===== src/rtl/pipeline_ctrl.sv =====
// pipeline_ctrl: stall merge, exception redirect and flush sequencing for the
// five-stage core. Optional stall watchdog enabled by CTRL_STALL_WATCHDOG_EN;
// without it stall_timeout is tied low and no counter is built.
module pipeline_ctrl #(
    parameter int          STAGES    = 6,
    parameter int          NUM_REQ   = 2,
    parameter int          FLUSH_LEN = 1,
    parameter logic [31:0] EXC_VEC   = 32'hbfc00380,
    parameter logic [31:0] UNK_VEC   = 32'h00000000,
    parameter int          STALL_MAX = 255
) (
    input  logic               clk,
    input  logic               rst,
    input  logic [NUM_REQ-1:0] stallreq_i,
    input  logic [31:0]        excepttype_i,
    input  logic [31:0]        cp0_epc_i,
    output logic [STAGES-1:0]  stall,
    output logic               flush,
    output logic [31:0]        new_pc,
    output logic               redirect,
    output logic               exc_unknown,
    output logic               stall_timeout
);

    if (NUM_REQ > STAGES - 2 || FLUSH_LEN < 1 || STALL_MAX < 1) begin : g_param_check
        $error("pipeline_ctrl: illegal parameter combination");
    end

    typedef enum logic {IDLE, FLUSH} state_t;

    // Counter only has to hold FLUSH_LEN-1 trailing cycles; keep at least one bit.
    localparam int                FCNT_W    = (FLUSH_LEN > 2) ? $clog2(FLUSH_LEN) : 1;
    localparam logic [FCNT_W-1:0] FCNT_INIT = FCNT_W'(FLUSH_LEN - 1);
    localparam logic [FCNT_W-1:0] FCNT_ONE  = FCNT_W'(1);

    state_t              state_q, state_d;
    logic [FCNT_W-1:0]   cnt_q, cnt_d;
    logic [STAGES-1:0]   merged;
    logic                req_any;
    int                  req_top;

    // Exception codes that vector to the general handler.
    function automatic logic code_to_exc_vec(input logic [31:0] code);
        case (code)
            32'h1, 32'h2, 32'h4, 32'h5,
            32'h8, 32'ha, 32'hc, 32'hd: return 1'b1;
            default:                    return 1'b0;
        endcase
    endfunction

    // Highest requesting stage holds itself and every stage upstream of it.
    always_comb begin
        req_any = 1'b0;
        req_top = 0;
        merged  = '0;
        for (int k = 0; k < NUM_REQ; k++) begin
            if (stallreq_i[k]) begin
                req_any = 1'b1;
                req_top = k + 2;
            end
        end
        for (int j = 0; j < STAGES; j++) begin
            if (req_any && j <= req_top) merged[j] = 1'b1;
        end
    end

    // Next-state and outputs; reset forces every output low and returns to IDLE.
    always_comb begin
        state_d     = state_q;
        cnt_d       = cnt_q;
        stall       = '0;
        flush       = 1'b0;
        redirect    = 1'b0;
        new_pc      = '0;
        exc_unknown = 1'b0;
        if (rst) begin
            state_d = IDLE;
            cnt_d   = '0;
        end else begin
            case (state_q)
                IDLE: begin
                    if (excepttype_i != 32'h0) begin
                        flush    = 1'b1;
                        redirect = 1'b1;
                        if (code_to_exc_vec(excepttype_i)) begin
                            new_pc = EXC_VEC;
                        end else if (excepttype_i == 32'he) begin
                            new_pc = cp0_epc_i;
                        end else begin
                            new_pc      = UNK_VEC;
                            exc_unknown = 1'b1;
                        end
                        if (FLUSH_LEN > 1) begin
                            state_d = FLUSH;
                            cnt_d   = FCNT_INIT;
                        end
                    end else begin
                        stall = merged;
                    end
                end
                FLUSH: begin
                    // Exceptions seen here belong to instructions being flushed.
                    flush = 1'b1;
                    if (cnt_q == FCNT_ONE) begin
                        state_d = IDLE;
                        cnt_d   = '0;
                    end else begin
                        cnt_d = cnt_q - FCNT_ONE;
                    end
                end
            endcase
        end
    end

    // FSM and flush counter registers.
    always_ff @(posedge clk) begin
        if (rst) begin
            state_q <= IDLE;
            cnt_q   <= '0;
        end else begin
            state_q <= state_d;
            cnt_q   <= cnt_d;
        end
    end

`ifdef CTRL_STALL_WATCHDOG_EN
    localparam int               WD_W   = $clog2(STALL_MAX + 1);
    localparam logic [WD_W-1:0]  WD_MAX = WD_W'(STALL_MAX);

    logic [WD_W-1:0] wd_cnt_q;
    logic            wd_tmo_q;

    function automatic logic [WD_W-1:0] sat_inc(input logic [WD_W-1:0] v);
        return (v == WD_MAX) ? v : v + WD_W'(1);
    endfunction

    // Count consecutive stalled cycles; the timeout flag is sticky until reset.
    always_ff @(posedge clk) begin
        if (rst) begin
            wd_cnt_q <= '0;
            wd_tmo_q <= 1'b0;
        end else if (stall != '0) begin
            wd_cnt_q <= sat_inc(wd_cnt_q);
            if (sat_inc(wd_cnt_q) == WD_MAX) wd_tmo_q <= 1'b1;
        end else begin
            wd_cnt_q <= '0;
        end
    end

    assign stall_timeout = wd_tmo_q & ~rst;
`else
    assign stall_timeout = 1'b0;
`endif

endmodule


===== config.mk =====
export PLATFORM = sky130hd
export DESIGN_NAME = pipeline_ctrl
export DESIGN_NICKNAME = d
export VERILOG_FILES = /design/src/rtl/pipeline_ctrl.sv
export SDC_FILE = /design/constraint.sdc
export NUM_CORES = 1
export LEC_CHECK = 0
export CAP_MARGIN = 20
export CORE_ASPECT_RATIO = 0.5
export CORE_UTILIZATION = 19
export CTS_BUF_LIST = sky130_fd_sc_hd__clkbuf_16
export DETAILED_ROUTE_END_ITERATION = 7
export PLACE_DENSITY = 0.77
export RECOVER_POWER = 50
export SLEW_MARGIN = 10
export SYNTH_ARGS = -nofsm -noshare
export SYNTH_HDL_FRONTEND = slang
export SYNTH_SLANG_ARGS = --single-unit

===== constraint.sdc =====
create_clock -name clk -period 2 [get_ports clk]
set_input_delay 0.4 -clock clk [delete_from_list [all_inputs] [get_ports clk]]
set_output_delay 0.4 -clock clk [all_outputs]
set_load 0.1 [all_outputs]

==> results.cfg <==
[place]
globalplace.congestion = 0.745
dp_slack_ps = -816
dp_hpwl_mm = 3.41
portBuffers = 106
place_area_um2 = 2530

[setup_path]
worstPathMaxFanout = 6
cp.arrival_ps = 1980
rrSetupSlack_ps = 860
critPathLaunchType = primary input
crit_type = primary input to output pin
endpoint_kind = output pin
cp.required_ps = 1600
reg2reg_depth = 3

[job]
drv_cap = 0

[clock_tree]
clk_latency_ps = 220
htreeDepth = 1
ctsHoldBuffers = 0
clock_sinks = 2
cts_tree = done
cts_buffer_depth = 2
clk_pin_slew_ps = 30
root_buffer = clkbuf_16
numCtsBuffers = 3

[logic_synthesis]
synthCells = 95
yosys_warnings = 0
synth.area.top_cells = and3_1 (22%), a21oi_2 (14%), nand2_1 (7.7%)
ys_types = 27
ys_ff_latch = 2
ys_seq_area_share_pct = 6.32
synthesis.area_um2 = 633
synth_top_area_cell = and3_1
synth_top_area_share_pct = 21.7
synth_area_per_cell_um2 = 6.66

[worst_hold_path]
hold_path_class = flop to flop
holdPathStages = 1

[power]
p_switching_mw = 0.196
clkPwrFrac_pct = 46.9
pwr-share-seq_pct = 6.3
p_int_mw = 0.446
ir_worst_vdd_uv = 713
combPwrFrac_pct = 46.8
total_power_mw = 0.642
swShare_pct = 30.5
leakagePower_nw = 1.03
powerDensity_nw_per_um2 = 239

[floorplan]
start_util_pct = 20.5
die_area_um2 = 3580
rows = 14
die_height_um = 42.8
die_x_um = 83.6
core_area_um2 = 3080
ios = 110

[sta]
fmax_ghz = 0.420
period_share_pct = 119
fin_setup_tns_ps = -11540
hold_viol_final = 0
finalMaxSlewViolations = 0
setup_ws_ps = -383
setup_viol = 39
skew_ps = 0.978
whs_ps = 462
rsz0062_at_grt = yes
min_period_ps = 2380

[final_layout]
fillers = 130
layout-drive-gt1-share_pct = 67.0
area_growth_pct = 325
diodes = 0
postLayoutCellArea_um2 = 2690
layout.nets = 287

[route]
drc = 0
avgRoutedWirePerCell_um = 18.7
wl_mm = 4.78
dr.pass1.iters = 4
ant_nets = 0
num_vias = 1218
drtIter0Drc = 21
vias_per_cell = 4.78

[outcome]
violations = negative setup slack
status = finished with violations

[global_route]
grt_max_degree = 21
grt_overflow = 0
grt_first_pass_wirelength_mm = 7.31
grt_pass1_vias = 1332
antenna_found_initial = 0
track_usage_pct = 26.7
-- worst max-delay path, stage by stage --
cell     delay, ps
buf_6          100
nor4_2         290
nand4_1        180
buf_4          190
or3_4          430
a21oi_4        190
buf_12         200
-- timing repair --
item | 4_1_cts | 5_1_grt
gates resized for setup | 120 | 26
buffers inserted | 5 | 0
endpoints found under the setup margin | 39 | 39
cloned | 2 | 3
pin swaps | 15 | 25
-- worst paths after layout --
| check | from | endpoint |
|---|---|---|
| setup / recovery | excepttype_i[17] | new_pc[22] |
| hold / removal | cnt_q$_SDFFE_PP0P_ | state_q$_SDFF_PP0_ |
| setup reg to reg | state_q$_SDFF_PP0_ | state_q$_SDFF_PP0_ |
| hold reg to reg | cnt_q$_SDFFE_PP0P_ | state_q$_SDFF_PP0_ |
-- layout by cell type, fill, tap and decap left out, types with 2 or more instances in the layout --
master           count
nor4_4               6
nand2_1             12
clkdlybuf4s50_1     34
buf_12              39
clkdlybuf4s15_1      8
clkbuf_2             3
and2_4               4
dfxtp_1              2
buf_4               10
clkbuf_16            3
or3_4                2
a21oi_4             13
and3_4              20
conb_1               3
buf_6               13
nor3_4               4
buf_8                2
buf_2               12
-- cells by family after synthesis --
group	Yosys count	synth area share [%]
compound gates	16	20.6
simple gates	58	53.8
fa+ha+maj	2	3.95
other cells	1	0.592
flops	2	6.32
xor+xnor	1	1.38
buf+inv	15	13.4
-- flip-flops by register name, summed over array words and instances (netlist names) --
register	count
state_q	1
cnt_q	1
-- power groups by stage --
stage | logic (mW) | registers (mW) | clock network, mW
global placement | 0.279 | 0.0407 | 0
detailed placement | 0.284 | 0.0407 | 0
CTS | 0.276 | 0.0402 | 0.309
finish | 0.301 | 0.0402 | 0.302
floorplan | 0.109 | 0.0407 | 0
global route | 0.314 | 0.0402 | 0.311
-- per-layer routing --
metal / share of wire [%] / track usage [%] / routed length, um
met1: 40 / 30.3 / 1910
met4: 3.1 / 10.5 / 149
met3: 2.4 / 1.95 / 117
met5: 0 / 0 / 0
met2: 54 / 53.2 / 2600
-- synthesized netlist by cell type, drive strengths merged --
cell type  number
clkbuf          3
and3           22
or3             1
nand2b          1
nor3            5
a311oi          1
xnor2           1
ha              2
nand4           1
nand3           2
dfxtp           2
conb            1
o211a           1
a21oi          13
inv             3
o31a            1
and2            2
nand2          13
buf             9
or3b            1
nor2            3
nor4            7
-- metrics by stage --
step,utilization (%),cells
floorplan,-,97
global placement,82.2,245
detailed placement,82.2,245
CTS,86.8,255
global route,87.3,255
finish,87.3,255
-- area by class of cell --
class	count	area, um2	share of cell area (%)
clock buffer	3	75.1	2.79
inverter	3	26.3	0.976
multi-input combinational	84	960	35.7
sequential	2	40.0	1.49
tap	40	50.0	1.86
timing repair buffer	123	1540	57.2
Note: power is estimated with default switching activity, not from simulation.
